<file path="src/rtl/pia_pkg.sv">
// Shared constants for the Apple-1 style keyboard/display PIA:
// register map, control-register bit positions and the strobe edge detector.
package pia_pkg;

  // Default 4-register window (KBD, KBDCR, DSP, DSPCR)
  localparam logic [15:0] PIA_BASE_DEFAULT = 16'hD010;

  // Register offsets within the window
  typedef enum logic [1:0] {
    REG_KBD   = 2'd0,
    REG_KBDCR = 2'd1,
    REG_DSP   = 2'd2,
    REG_DSPCR = 2'd3
  } pia_reg_e;

  // Control-register bit positions
  localparam int CR_VALID_BIT = 7;
  localparam int CR_OVF_BIT   = 6;

  // Host strobe shift register length: two synchroniser flops plus one
  // history flop, so a rising edge becomes a 1-cycle pulse two cycles later.
  localparam int EDGE_SR_LEN = 3;

  // Rising-edge pulse from the two oldest shift-register taps
  function automatic logic edge_pulse(input logic newer, input logic older);
    return newer & ~older;
  endfunction

endpackage

</file>
<file path="src/rtl/pia_fifo_io_sync_fifo.sv">
// Small single-clock FIFO with a combinational head view.
// Simultaneous push+pop is always honoured when the FIFO is non-empty,
// so a full FIFO still accepts a push in the same cycle as a pop.
module sync_fifo #(
  parameter int DW    = 8,
  parameter int DEPTH = 4
) (
  input  logic                       clk,
  input  logic                       rst_n,
  input  logic                       push,
  input  logic [DW-1:0]              push_data,
  input  logic                       pop,
  output logic [DW-1:0]              head,
  output logic                       full,
  output logic                       empty,
  output logic [$clog2(DEPTH):0]     count,
  output logic                       drop
);

  localparam int AW = $clog2(DEPTH);
  localparam int CW = AW + 1;

  logic [DW-1:0] mem [DEPTH];

  logic [AW-1:0] wr_ptr_q, wr_ptr_d;
  logic [AW-1:0] rd_ptr_q, rd_ptr_d;
  logic [CW-1:0] count_q,  count_d;

  logic pop_ok;
  logic push_ok;

  // Accept/drop decisions and next pointer/count values
  always_comb begin
    empty   = (count_q == '0);
    full    = (count_q == CW'(DEPTH));
    pop_ok  = pop & ~empty;
    push_ok = push & (~full | pop_ok);
    drop    = push & ~push_ok;

    wr_ptr_d = wr_ptr_q;
    rd_ptr_d = rd_ptr_q;
    count_d  = count_q;
    if (push_ok) wr_ptr_d = wr_ptr_q + AW'(1);
    if (pop_ok)  rd_ptr_d = rd_ptr_q + AW'(1);
    case ({push_ok, pop_ok})
      2'b10:   count_d = count_q + CW'(1);
      2'b01:   count_d = count_q - CW'(1);
      default: count_d = count_q;
    endcase

    // Never expose stale or uninitialised storage when empty
    head  = empty ? '0 : mem[rd_ptr_q];
    count = count_q;
  end

  // Pointer and occupancy state
  always_ff @(posedge clk or negedge rst_n) begin
    if (!rst_n) begin
      wr_ptr_q <= '0;
      rd_ptr_q <= '0;
      count_q  <= '0;
    end else begin
      wr_ptr_q <= wr_ptr_d;
      rd_ptr_q <= rd_ptr_d;
      count_q  <= count_d;
    end
  end

  // Storage write; contents need no reset because head is gated by empty
  always_ff @(posedge clk) begin
    if (push_ok) mem[wr_ptr_q] <= push_data;
  end

endmodule

</file>
<file path="src/rtl/pia_fifo_io.sv">
// Apple-1 style PIA with keyboard and display FIFOs between the 6502 bus
// and the host transactor. Address decode and read data are registered so
// they line up with the synchronous memory read in the wrapper's DI mux.
module pia_fifo_io
  import pia_pkg::*;
#(
  parameter logic [15:0] BASE_ADDR = PIA_BASE_DEFAULT,
  parameter int          KBD_DEPTH = 4,
  parameter int          DSP_DEPTH = 4
) (
  input  logic                          clk_dut,
  input  logic                          reset_n,
  input  logic [15:0]                   ab,
  input  logic                          we,
  input  logic [7:0]                    do_cpu,
  input  logic                          rdy,
  output logic                          pia_sel,
  output logic [7:0]                    pia_di,
  input  logic                          kbd_wr,
  input  logic [7:0]                    kbd_in,
  output logic [$clog2(KBD_DEPTH):0]    kbd_count,
  input  logic                          dsp_rd,
  output logic [7:0]                    dsp_out,
  output logic [$clog2(DSP_DEPTH):0]    dsp_count
);

  // Host strobe edge detectors
  logic [EDGE_SR_LEN-1:0] kbd_sr_q, kbd_sr_d;
  logic [EDGE_SR_LEN-1:0] dsp_sr_q, dsp_sr_d;
  logic                   kbd_pulse;
  logic                   dsp_pulse;

  // Registered bus-side state
  logic       pia_sel_q, pia_sel_d;
  logic [7:0] pia_di_q,  pia_di_d;
  logic       kbd_ovf_q, kbd_ovf_d;
  logic       dsp_ovf_q, dsp_ovf_d;
  logic [6:0] last_wr_q, last_wr_d;

  // Decode
  logic [15:0] offs;
  logic        hit;
  pia_reg_e    reg_sel;
  logic        cpu_rd;
  logic        cpu_wr;
  logic [7:0]  rd_data;

  // FIFO handshakes
  logic       kbd_push, kbd_pop, kbd_drop, kbd_empty;
  logic [7:0] kbd_push_data, kbd_head;
  logic       dsp_push, dsp_pop, dsp_drop, dsp_full;

  // Only the low seven key bits are stored; bit 7 is forced to the valid flag
  logic unused_kbd_msb;
  logic unused_kbd_full;
  logic unused_dsp_empty;
  assign unused_kbd_msb = kbd_in[7];

  // Window decode, FIFO requests, flag updates and read-data mux
  always_comb begin
    offs    = ab - BASE_ADDR;
    hit     = (offs[15:2] == 14'd0);
    reg_sel = pia_reg_e'(offs[1:0]);
    cpu_rd  = hit & ~we & rdy;
    cpu_wr  = hit &  we & rdy;

    kbd_sr_d  = {kbd_sr_q[EDGE_SR_LEN-2:0], kbd_wr};
    dsp_sr_d  = {dsp_sr_q[EDGE_SR_LEN-2:0], dsp_rd};
    kbd_pulse = edge_pulse(kbd_sr_q[EDGE_SR_LEN-2], kbd_sr_q[EDGE_SR_LEN-1]);
    dsp_pulse = edge_pulse(dsp_sr_q[EDGE_SR_LEN-2], dsp_sr_q[EDGE_SR_LEN-1]);

    kbd_push      = kbd_pulse;
    kbd_push_data = {1'b1, kbd_in[6:0]};
    kbd_pop       = cpu_rd & (reg_sel == REG_KBD);
    dsp_push      = cpu_wr & (reg_sel == REG_DSP);
    dsp_pop       = dsp_pulse;

    // Overflow flags: a drop in the same cycle as a status read keeps the flag set
    kbd_ovf_d = kbd_ovf_q;
    if (cpu_rd && reg_sel == REG_KBDCR) kbd_ovf_d = 1'b0;
    if (kbd_drop)                       kbd_ovf_d = 1'b1;

    dsp_ovf_d = dsp_ovf_q;
    if (cpu_rd && reg_sel == REG_DSPCR) dsp_ovf_d = 1'b0;
    if (dsp_drop)                       dsp_ovf_d = 1'b1;

    last_wr_d = last_wr_q;
    if (dsp_push && !dsp_drop) last_wr_d = do_cpu[6:0];

    rd_data = 8'h00;
    case (reg_sel)
      REG_KBD: rd_data = kbd_head;
      REG_KBDCR: begin
        rd_data[CR_VALID_BIT] = ~kbd_empty;
        rd_data[CR_OVF_BIT]   = kbd_ovf_q;
      end
      REG_DSP: rd_data = {dsp_full, last_wr_q};
      REG_DSPCR: rd_data[CR_OVF_BIT] = dsp_ovf_q;
      default: rd_data = 8'h00;
    endcase

    // Read data follows the bus even while rdy is low; only side effects are gated
    pia_sel_d = hit;
    pia_di_d  = (hit && !we) ? rd_data : pia_di_q;
  end

  // Bus-side and strobe state
  always_ff @(posedge clk_dut or negedge reset_n) begin
    if (!reset_n) begin
      kbd_sr_q  <= '0;
      dsp_sr_q  <= '0;
      pia_sel_q <= 1'b0;
      pia_di_q  <= 8'h00;
      kbd_ovf_q <= 1'b0;
      dsp_ovf_q <= 1'b0;
      last_wr_q <= 7'h00;
    end else begin
      kbd_sr_q  <= kbd_sr_d;
      dsp_sr_q  <= dsp_sr_d;
      pia_sel_q <= pia_sel_d;
      pia_di_q  <= pia_di_d;
      kbd_ovf_q <= kbd_ovf_d;
      dsp_ovf_q <= dsp_ovf_d;
      last_wr_q <= last_wr_d;
    end
  end

  assign pia_sel = pia_sel_q;
  assign pia_di  = pia_di_q;

  sync_fifo #(
    .DW    (8),
    .DEPTH (KBD_DEPTH)
  ) u_kbd_fifo (
    .clk       (clk_dut),
    .rst_n     (reset_n),
    .push      (kbd_push),
    .push_data (kbd_push_data),
    .pop       (kbd_pop),
    .head      (kbd_head),
    .full      (unused_kbd_full),
    .empty     (kbd_empty),
    .count     (kbd_count),
    .drop      (kbd_drop)
  );

  sync_fifo #(
    .DW    (8),
    .DEPTH (DSP_DEPTH)
  ) u_dsp_fifo (
    .clk       (clk_dut),
    .rst_n     (reset_n),
    .push      (dsp_push),
    .push_data (do_cpu),
    .pop       (dsp_pop),
    .head      (dsp_out),
    .full      (dsp_full),
    .empty     (unused_dsp_empty),
    .count     (dsp_count),
    .drop      (dsp_drop)
  );

endmodule

</file>
<file path="config.mk">
export PLATFORM = sky130hd
export DESIGN_NAME = pia_fifo_io
export DESIGN_NICKNAME = d
export VERILOG_FILES = /design/src/rtl/pia_pkg.sv /design/src/rtl/pia_fifo_io_sync_fifo.sv /design/src/rtl/pia_fifo_io.sv
export SDC_FILE = /design/constraint.sdc
export NUM_CORES = 1
export LEC_CHECK = 0
export CORE_ASPECT_RATIO = 0.8
export CORE_MARGIN = 2
export CORE_UTILIZATION = 48
export CTS_CLUSTER_SIZE = 24
export DETAILED_ROUTE_END_ITERATION = 10
export PLACE_DENSITY = 0.75
export SYNTH_ARGS = -nofsm -noshare
export SYNTH_HDL_FRONTEND = slang
export SYNTH_SLANG_ARGS = --single-unit
</file>
<file path="constraint.sdc">
create_clock -name clk_dut -period 2 [get_ports clk_dut]
set_input_delay 0.5 -clock clk_dut [delete_from_list [all_inputs] [get_ports clk_dut]]
set_output_delay 0.5 -clock clk_dut [all_outputs]
set_load 0.02 [all_outputs]
</file>
Word level (Yosys, flattened, before mapping)
Memories as Yosys holds them, arrays and structs flattened.
Cells that the tools add are included.

operators by class
  muxes and demuxes = 15
  reductions and logical operators = 14
  bitwise logic cells = 25
  equality and inequality tests = 9
  add/sub/neg operators = 9

operator list
  kind                                                 count
  two-way mux 8 bit                                    2
  subtractor 16 bit, second input constant             1
  bitwise AND 1 bit                                    14
  logical NOT 14 bit                                   1
  case mux 3 bit (2 select lines)                      2
  case mux 6 bit (2 select lines)                      1
  inverter 1 bit                                       9
  adder 2 x 1 -> 2 bit, second input constant          4
  equality test 2 bit, second input constant           4
  two-way mux 1 bit                                    8
  nonzero test 2 bit                                   4
  adder 3 x 1 -> 3 bit, second input constant          2
  equality test 2 x 1 -> 1 bit, second input constant  3
  equality test 3 bit, second input constant           2
  logical NOT 3 bit                                    2
  subtractor 3 x 1 -> 3 bit, second input constant     2
  logical AND 1 bit                                    4
  case mux 1 bit (4 select lines)                      1
  case mux 1 bit (3 select lines)                      1
  logical NOT 1 bit                                    2
  logical NOT 2 bit                                    1
  bitwise OR 1 bit                                     2

word-level totals
  bits of input ports = 38
  flip-flop bits (word level) = 38
  output and inout port bits = 23
  logic and storage cells = 87
  bits in writable memories = 60
  memories kept = 2

memories
  name            depth  bits a word  read ports  clocked after Yosys merged registers in  wr ports  line                         text
  u_dsp_fifo.mem  4      8            1           0                                        1         pia_fifo_io_sync_fifo.sv:23  logic [DW-1:0] mem [DEPTH];
  u_kbd_fifo.mem  4      7            1           0                                        1         pia_fifo_io_sync_fifo.sv:23

Depth between registers and ports, before layout
Gate-level depths: netlist (run 1).

  word-level depth = 11
  mapped depth = 12
  mapped depth without buffers = 10

Modules after synthesis
Synthesis (run 1) repeated with hierarchy kept, for this count alone.

second synthesis, totals
  cell total of the unflattened synthesis = 292
  area, all modules = 4642.0 sq um

by module, submodules not included
  module                  area an instance (sq um)  instances  sequential area each (sq um)  cells an instance
  sync_fifo (u_kbd_fifo)  1798.0                    1          1136.1                        105
  sync_fifo (u_dsp_fifo)  1725.4                    1          1136.1                        102
  pia_fifo_io             1118.6                    1          600.6                         85

Worst setup path after synthesis (run 1)
OpenSTA, ideal clock, no wires.

  path kind = input to register
  from = input port ab[3]
  to = register u_kbd_fifo.count_q[2] (netlist: u_kbd_fifo.count[2])
  data arrival time = 2650 ps
  library setup time = 80 ps
  cell stages on the path = 8
  data required time = 1920 ps
  setup slack = -730 ps
  path buffers = 0
  cell sequence = or4b_4 -> nor4_1 -> and3_1 -> nand2_1 -> fa_1 -> or3_1 -> mux2i_1 -> xor2_1

between the ends
  cells in the longest elaborated chain, start to end = 10
  elaborated cells on any way between the ends = 12
  classes of those cells = add/sub: 1; eq/ne: 2; mux: 1; bitwise: 6; reduce/logical: 2

ends and longest elaborated chain
  element                                                                       line                         text
  start, declared                                                               pia_fifo_io.sv:13            input logic [15:0] ab,
  subtractor 16 bit (*)                                                         pia_fifo_io.sv:61            offs = ab - BASE_ADDR;
  logical NOT 14 bit (*)                                                        pia_fifo_io.sv:62            hit = (offs[15:2] == 14'd0);
  bitwise AND 1 bit (*) (2 in series)                                           pia_fifo_io.sv:64            cpu_rd = hit & ~we & rdy;
  bitwise AND 1 bit (*)                                                         pia_fifo_io.sv:74            kbd_pop = cpu_rd & (reg_sel == REG_KBD);
  bitwise AND 1 bit (*)                                                         pia_fifo_io_sync_fifo.sv:36  pop_ok = pop & ~empty;
  bitwise OR 1 bit                                                              pia_fifo_io_sync_fifo.sv:37  push_ok = push & (~full | pop_ok);
  bitwise AND 1 bit                                                             pia_fifo_io_sync_fifo.sv:37
  equality test 2 x 1 -> 1 bit / equality test 2 bit (equally long branches)    pia_fifo_io_sync_fifo.sv:45  case ({push_ok, pop_ok})
  case mux 3 bit (2 select lines) / nonzero test 2 bit (equally long branches)  --
  end signal, assigned                                                          pia_fifo_io_sync_fifo.sv:65  count_q <= count_d;
  end, declared                                                                 pia_fifo_io_sync_fifo.sv:27  logic [CW-1:0] count_q, count_d;

Mark *: on every way between the ends. The rest lies on a longest branch, timed or not.
A chain may end at the register's enable or synchronous reset.

Worst setup path in the final report (run 1)
Ends and elaborated chain as after synthesis.

==> summary.md, run 1 <==
* **Startpoint Class** input pin
* **maximum clock insertion buffer count** 2
* **core outline area** 8450 µm²
* **WHS** 0.175 ns
* **post-synthesis share of cell area spent on and, or, nand and nor gates** 8.08%
* **max-slew violation count** 0
* **syn_nets** 298
* **final critical-path setup slack** -0.346 ns
* **number of flops mapped to enable cells by yosys** 60
* **internal cell power** 3.81 mW
* **detailed-placement wirelength estimate** 5610 µm
* **initial standard-cell utilization of the core** 49.1%
* **vias post-DR** 2548
* **critical path endpoint category** flop
* **fin nets** 423
* **count of unresolved DRC violations after routing** 0
* **cell area after technology mapping** 4150 µm²
* **end of the worst register-to-register path** u_kbd_fifo.count[2]
* **diode insertion count for antenna repair** 0
* **run status** complete, but fails checks
* **share of the synthesized area in compound gates (AO/OA/AOI/OAI)** 2.78%
* **largest net degree at the start of global routing** 39
* **I/O Buffers** 59
* **fraction of power consumed by combinational cells** 33.4%
* **switching power as a share of total power** 31.0%
* **path depth of the worst reg2reg path** 8
* **fraction of the yosys area taken by sequential cells** 66.4%
* **dominant combinational cell family by area after synthesis** multiplexers
* **sink count of the clock tree** 98
* **Die Footprint** 9410 µm²
* **clock latency reported for the late side of the worst-skew pair** 0.37 ns
* **kind of critical path** in -> reg
* **die extent in y** 87.1 µm
* **post-detailed-route via-to-cell ratio** 5.19
* **wire length of the first global-routing pass** 13400 µm
* **sum of routed wire length over all layers** 8700 µm
* **actual transition at the worst max-transition pin** 0.534 ns
* **number of distinct standard cells referenced by the synthesized netlist** 41
* **Main synth FF type** sky130_fd_sc_hd__edfxtp_1
* **classification of the worst-slack hold path** in -> async
* **worst-case register-to-register setup slack** -0.19 ns
* **clock root buffer** sky130_fd_sc_hd__clkbuf_8
* **ratio of final minimum period to clock period** 117%
* **first-pass iteration count of the detailed router** 4
* **H-tree depth reported by CTS** 3
* **XOR/XNOR Fraction of Synth Area** 2.53%
* **register bit count reported by yosys** 98
* **area added between synthesis and finish** 39.1%
* **yosys synthesis warning count** 0
* **mean instance size in the synthesized netlist** 16.7 µm²
* **most area-hungry cell type in the Yosys netlist** sky130_fd_sc_hd__edfxtp_1
* **relative contribution of sequential cells to total power** 45.1%
* **critical path data required time** 2.29 ns
* **count of nets left with antenna violations after detail routing** 0
* **area fraction of the dominant cell type after synthesis** 43.4%
* **Final Skew** 0.0122 ns
* **VDD IR-drop max** 0.000481 V
* **Crit. Startpoint** ab[3]
* **summed area of non-filler cells in the final layout** 5770 µm²
* **Total Routing Usage GR** 19.3%
* **leftover overflow at the end of global routing** 0
* **routed length per placed instance** 17.7 µm
* **number of inserted filler cells in the final layout** 582
* **share of layout cells above drive strength 1** 40.6%
* **width of the die** 108 µm
* **fmax** 426 MHz
* **final hold violations** 0
* **Num CTS Buffers** 9
* **clock transition at the registers of the reported paths** 0.09 ns
* **CTS tree** built
* **hold buffer count at CTS** 0
* **max_slew headroom** 64.4%
* **CP arrival** 2.64 ns
* **unrepaired setup endpoints after global routing** true
* **portion of total power attributed to the clock network** 21.5%
* **post-synthesis async set-or-reset flop share** 38.8%
* **fraction of the mapped netlist area in adder cells** 3.68%
* **Gate Count Post-Synth** 249
* **largest driver fanout on the critical path** 2
* **final worst path period need** 2.35 ns
* **max-capacitance violation count** 0
* **number of global-route vias before repair** 2747
* **top post-synthesis cells by area** sky130_fd_sc_hd__edfxtp_1 43%, sky130_fd_sc_hd__dfrtp_1 23%, sky130_fd_sc_hd__mux4_2 8.1%
* **number of DRC violations after detailed-routing iteration 0** 91
* **# rows** 30
* **switching power summed over all nets** 1.71 mW
* **number of setup violations in the final report** 91
* **failing checks** negative setup slack
* **total power per unit cell area** 956 nW/µm²
* **count of boundary I/O pins** 61
* **leakage power** 2.46 nW
* **cell area reported after detailed placement** 5180 µm²
* **launch instance of the worst register-to-register path** u_kbd_fifo.count[0]
* **mux share of post-synthesis cell area** 14.1%
* **placer congestion estimate** 0.763
* **initial antenna violation count** 0
## area by class of cell
| type | instances | area (µm²) | share of cell area [%] |
|---|---|---|---|
| sequential | 98 | 2750 | 47.7 |
| multi-input combinational | 129 | 1480 | 25.7 |
| timing repair buffer | 122 | 1160 | 20.1 |
| tap | 112 | 140 | 2.43 |
| clock buffer | 9 | 124 | 2.15 |
| clock inverter | 7 | 57.6 | 0.997 |
| inverter | 14 | 52.6 | 0.911 |
## Yosys cell counts, types with 3 or more instances
| library cell | n |
|---|---|
| sky130_fd_sc_hd__edfxtp_1 | 60 |
| sky130_fd_sc_hd__dfrtp_1 | 38 |
| sky130_fd_sc_hd__mux4_2 | 15 |
| sky130_fd_sc_hd__inv_1 | 14 |
| sky130_fd_sc_hd__mux2_2 | 12 |
| sky130_fd_sc_hd__nor2b_1 | 11 |
| sky130_fd_sc_hd__ha_1 | 9 |
| sky130_fd_sc_hd__nor2_1 | 8 |
| sky130_fd_sc_hd__a22o_1 | 6 |
| sky130_fd_sc_hd__nand2_1 | 6 |
| sky130_fd_sc_hd__xnor2_1 | 6 |
| sky130_fd_sc_hd__xor2_1 | 6 |
| sky130_fd_sc_hd__and2_1 | 5 |
| sky130_fd_sc_hd__mux2i_1 | 5 |
| sky130_fd_sc_hd__and3_1 | 4 |
| sky130_fd_sc_hd__mux2_4 | 4 |
| sky130_fd_sc_hd__a21oi_1 | 3 |
| sky130_fd_sc_hd__clkbuf_1 | 3 |
| sky130_fd_sc_hd__nand2b_1 | 3 |
| sky130_fd_sc_hd__nor3_1 | 3 |
## cells in the final DEF (no fill, tap or decap), types with 9 or more instances in the layout
cell type                         count
sky130_fd_sc_hd__buf_4               49
sky130_fd_sc_hd__buf_6               16
sky130_fd_sc_hd__clkbuf_8             9
sky130_fd_sc_hd__clkdlybuf4s50_1     27
sky130_fd_sc_hd__dfrtp_1             38
sky130_fd_sc_hd__dlygate4sd2_1       11
sky130_fd_sc_hd__edfxtp_1            60
sky130_fd_sc_hd__inv_1               13
sky130_fd_sc_hd__mux2_4              12
sky130_fd_sc_hd__mux4_2              15
## layer usage
| layer | GRT usage, % | part of all wire [%] |
|---|---|---|
| met4 | 5.24 | 1.2 |
| met5 | 0 | 0 |
| met1 | 24.3 | 43 |
| met2 | 32.4 | 51 |
| met3 | 6.51 | 5.0 |
## cells by family after synthesis
| family | Yosys count |
|---|---|
| xor gates and xnor gates | 12 |
| and+or+nand+nor | 55 |
| adders and majority gates | 11 |
| buffers and inverters | 22 |
| muxes | 36 |
| AOI/OAI and AO/OA | 15 |
| DFF | 98 |
## registers in the layout (all words and copies together) (netlist names)
signal / flops
u_kbd_fifo.wr_ptr_q: 2
last_wr_q: 7
kbd_sr_q: 3
u_dsp_fifo.rd_ptr_q: 2
u_kbd_fifo.rd_ptr_q: 2
kbd_ovf_q: 1
dsp_sr_q: 3
u_dsp_fifo.mem: 32
u_dsp_fifo.count: 3
pia_sel: 1
u_dsp_fifo.wr_ptr_q: 2
pia_di: 8
dsp_ovf_q: 1
u_kbd_fifo.mem: 28
u_kbd_fifo.count: 3
## repair_timing
item / 4_1_cts / 5_1_grt
cloned: 0 / 1
pin swaps: 17 / 14
setup buffers: 20 / 8
endpoints found under the setup margin: 94 / 92
resized for setup: 73 / 37
## worst max-delay path: stages
cell and delay, ns:
sky130_fd_sc_hd__buf_6 0.09, sky130_fd_sc_hd__or4b_4 0.55, sky130_fd_sc_hd__nor4_4 0.17, sky130_fd_sc_hd__and3_4 0.24
sky130_fd_sc_hd__nand2_4 0.05, sky130_fd_sc_hd__fa_2 0.39, sky130_fd_sc_hd__or3_1 0.31, sky130_fd_sc_hd__mux2i_1 0.17
sky130_fd_sc_hd__xor2_1 0.16
## how the worst max path moves through the flow
stage          cells after the start  slack [ns]             endpoint
2_1_floorplan                      8       -0.55  u_kbd_fifo.count[2]
3_3_place_gp                       9       -0.94  u_kbd_fifo.count[2]
3_5_place_dp                       9       -1.03  u_kbd_fifo.count[2]
4_1_cts                            9       -0.39  u_kbd_fifo.count[2]
5_1_grt                           12       -0.38  u_dsp_fifo.count[2]
6_report                           9       -0.35  u_kbd_fifo.count[2]
## through the flow
stage / power (mW) / util [%] / setup WS [ns] / TNS, ns / instances
finish: 5.52 / 68.3 / -0.346 / -14.74 / 491
global route: 5.81 / 68.3 / -0.378 / -17.49 / 491
CTS: 5.36 / 65.5 / -0.390 / -4.48 / 482
detailed placement: 4.22 / 61.4 / -1.03 / -65.62 / 446
global placement: 4.18 / 61.4 / -0.938 / -64.65 / 446
floorplan: 3.39 / - / -0.552 / -10.81 / 249
## power by group through the flow
stage / clock [mW] / sequential [mW] / combinational (mW)
final: 1.19 / 2.49 / 1.84
after global routing: 1.30 / 2.51 / 1.99
after CTS: 1.22 / 2.47 / 1.67
after detailed placement: 0 / 2.51 / 1.71
after global placement: 0 / 2.50 / 1.68
after floorplan: 0 / 2.55 / 0.845
(Power assumes the default switching activity.)
==> run 2: changes to the inputs <==
Settings changed: CAP_MARGIN set to 20.
==> results of run 2 <==
Final layout, timing and power as in run 1 (identical DEF).
==> run 3: changes to the inputs <==
Settings changed: CORE_MARGIN 2 to unset.
==> run 3 against run 2 <==
Net effect: the flow still finishes with violations (negative setup slack); core utilization up 1.2 points; first-iteration DRC count increased by 9.9%; total power rose by 2.0%; sequential share of layout area up 0.77 points; critical path depth is the same; largest cell class unchanged.
==> summary.md, run 3 (synthesis results as in run 1) <==
* **final hold violations** 0, unchanged
* **relative contribution of sequential cells to total power** 44.0%, was 45.1%
* **H-tree depth reported by CTS** 3, unchanged
* **ratio of final minimum period to clock period** 116%, was 117%
* **leftover overflow at the end of global routing** 0, unchanged
* **fraction of power consumed by combinational cells** 35.6%, was 33.4%
* **number of global-route vias before repair** 2670, was 2747
* **total power per unit cell area** 992 nW/µm², was 956 nW/µm²
* **initial antenna violation count** 0, unchanged
* **wire length of the first global-routing pass** 13100 µm, was 13400 µm
* **number of flip-flops under the largest register name** 32, unchanged
* **most common cell after layout, fill and taps aside** sky130_fd_sc_hd__edfxtp_1, unchanged
* **Total Routing Usage GR** 19.4%, was 19.3%
* **I/O Buffers** 59, unchanged
* **area added between synthesis and finish** 36.9%, was 39.1%
* **setup TNS** -2.42 ns, was -14.74 ns
* **run status** complete, but fails checks, unchanged
* **core outline area** 8160 µm², was 8450 µm²
* **Final Skew** 0.0116 ns, was 0.0122 ns
* **width of the die** 106 µm, was 108 µm
* **CTS tree** built, unchanged
* **# rows** 29, was 30
* **share of layout cells above drive strength 1** 39.8%, was 40.6%
* **placed instance count** 442, was 446
* **kind of critical path** in -> reg, unchanged
* **portion of total power attributed to the clock network** 20.4%, was 21.5%
* **Num CTS Buffers** 9, unchanged
* **maximum clock insertion buffer count** 2, unchanged
* **most used cells in the layout excluding fill and tap cells** 60 x sky130_fd_sc_hd__edfxtp_1, 38 x sky130_fd_sc_hd__dfrtp_1, 33 x sky130_fd_sc_hd__buf_4, was 60 x sky130_fd_sc_hd__edfxtp_1, 49 x sky130_fd_sc_hd__buf_4, 38 x sky130_fd_sc_hd__dfrtp_1
* **max_slew headroom** 63.4%, was 64.4%
* **register with the highest flop count** u_dsp_fifo.mem, unchanged
* **launch instance of the worst register-to-register path** u_kbd_fifo.count[1], was u_kbd_fifo.count[0]
* **clock root buffer** sky130_fd_sc_hd__clkbuf_8, unchanged
* **unrepaired setup endpoints after global routing** true, unchanged
* **max-slew violation count** 0, unchanged
* **number of DRC violations after detailed-routing iteration 0** 100, was 91
* **critical path data required time** 2.28 ns, was 2.29 ns
* **actual transition at the worst max-transition pin** 0.549 ns, was 0.534 ns
* **path depth of the worst reg2reg path** 8, unchanged
* **VDD IR-drop max** 0.000715 V, was 0.000481 V
* **Crit. Startpoint** ab[3], unchanged
* **largest net degree at the start of global routing** 39, unchanged
* **fmax** 432 MHz, was 426 MHz
* **count of unresolved DRC violations after routing** 0, unchanged
* **placer congestion estimate** 0.763, about the same
* **switching power summed over all nets** 1.71 mW, about the same
* **routed length per placed instance** 16.9 µm, was 17.7 µm
* **non-filler cells, final** 472, was 491
* **switching power as a share of total power** 30.3%, was 31.0%
* **first-pass iteration count of the detailed router** 4, unchanged
* **clock transition at the registers of the reported paths** 0.09 ns, about the same
* **max-capacitance violation count** 0, unchanged
* **worst setup slack before clock tree synthesis** -1.03 ns, about the same
* **final critical-path setup slack** -0.316 ns, was -0.346 ns
* **leakage power** 2.37 nW, was 2.46 nW
* **clock latency reported for the late side of the worst-skew pair** 0.36 ns, was 0.37 ns
* **failing checks** negative setup slack, unchanged
* **initial standard-cell utilization of the core** 50.8%, was 49.1%
* **post-detailed-route via-to-cell ratio** 5.24, was 5.19
* **final worst path period need** 2.32 ns, was 2.35 ns
* **detailed-placement wirelength estimate** 5570 µm, was 5610 µm
* **critical path endpoint category** flop, unchanged
* **CP arrival** 2.60 ns, was 2.64 ns
* **end of the worst register-to-register path** u_kbd_fifo.count[2], unchanged
* **sink count of the clock tree** 98, unchanged
* **largest driver fanout on the critical path** 3, was 2
* **worst-case register-to-register setup slack** -0.12 ns, was -0.19 ns
* **Die Footprint** 9020 µm², was 9410 µm²
* **number of setup violations in the final report** 18, was 91
* **sum of routed wire length over all layers** 7970 µm, was 8700 µm
* **die extent in y** 85.1 µm, was 87.1 µm
* **classification of the worst-slack hold path** in -> async, unchanged
* **count of boundary I/O pins** 61, unchanged
* **WHS** 0.180 ns, was 0.175 ns
* **internal cell power** 3.92 mW, was 3.81 mW
* **diode insertion count for antenna repair** 0, unchanged
* **fin nets** 408, was 423
* **count of nets left with antenna violations after detail routing** 0, unchanged
* **Startpoint Class** input pin, unchanged
* **vias post-DR** 2474, was 2548
==> run 3: repair_timing <==
item / CTS / global route
buffers inserted: 10 / 5
pin swaps: 20 / 15
gates resized for setup: 85 / 46
setup endpoints to repair: 94 / 33
hold buffers: 0 / 0
==> run 3: power groups by stage <==
stage | clock, mW | combinational (mW) | sequential (mW)
finish | 1.15 | 2.00 | 2.48
global route | 1.28 | 2.17 | 2.50
CTS | 1.18 | 1.73 | 2.47
detailed placement | 0 | 1.71 | 2.51
global placement | 0 | 1.67 | 2.50
floorplan | 0 | 0.845 | 2.55
==> run 3: how the worst max path moves through the flow <==
| stage | end | slack [ns] | depth (start not counted) |
|---|---|---|---|
| 6_report | u_kbd_fifo.count[2] | -0.32 | 9 |
| 5_1_grt | u_kbd_fifo.count[2] | -0.38 | 9 |
| 4_1_cts | u_kbd_fifo.count[2] | -0.41 | 9 |
| 3_5_place_dp | u_kbd_fifo.count[2] | -1.03 | 9 |
| 3_3_place_gp | u_kbd_fifo.count[2] | -0.95 | 9 |
| 2_1_floorplan | u_kbd_fifo.count[2] | -0.55 | 8 |
==> run 3: metal layers <==
| layer | track usage, % | vias to the layer above | share of wire [%] |
|---|---|---|---|
| met5 | 0 | - | 0 |
| met4 | 4.55 | 0 | 0.92 |
| met3 | 6.22 | 11 | 4.9 |
| met2 | 32.5 | 64 | 51 |
| met1 | 24.9 | 1258 | 43 |
| li1 | - | 1141 | - |
==> run 3: cell type report <==
| class | instances | area (µm²) |
|---|---|---|
| Clock buffer | 10 | 128 |
| Clock inverter | 6 | 48.8 |
| Fill cell | 542 | 2480 |
| Inverter | 14 | 52.6 |
| Multi-Input combinational cell | 129 | 1530 |
| Sequential cell | 98 | 2750 |
| Tap cell | 108 | 135 |
| Timing Repair Buffer | 107 | 1040 |
==> run 3: per-stage QoR <==
step           cell area [µm²]  util [%]  power (mW)
2_1_floorplan             4250         -        3.39
3_3_place_gp              5180      63.4        4.17
3_5_place_dp              5180      63.4        4.22
4_1_cts                   5480      67.1        5.39
5_1_grt                   5680      69.6        5.94
6_report                  5680      69.6        5.63
==> run 3: worst max-delay path: stages <==
cell	delay [ns]
sky130_fd_sc_hd__buf_6	0.09
sky130_fd_sc_hd__or4b_4	0.56
sky130_fd_sc_hd__nor4_4	0.18
sky130_fd_sc_hd__and3_4	0.24
sky130_fd_sc_hd__nand2_2	0.05
sky130_fd_sc_hd__fa_2	0.33
sky130_fd_sc_hd__or3_1	0.30
sky130_fd_sc_hd__mux2i_1	0.19
sky130_fd_sc_hd__xor2_1	0.16
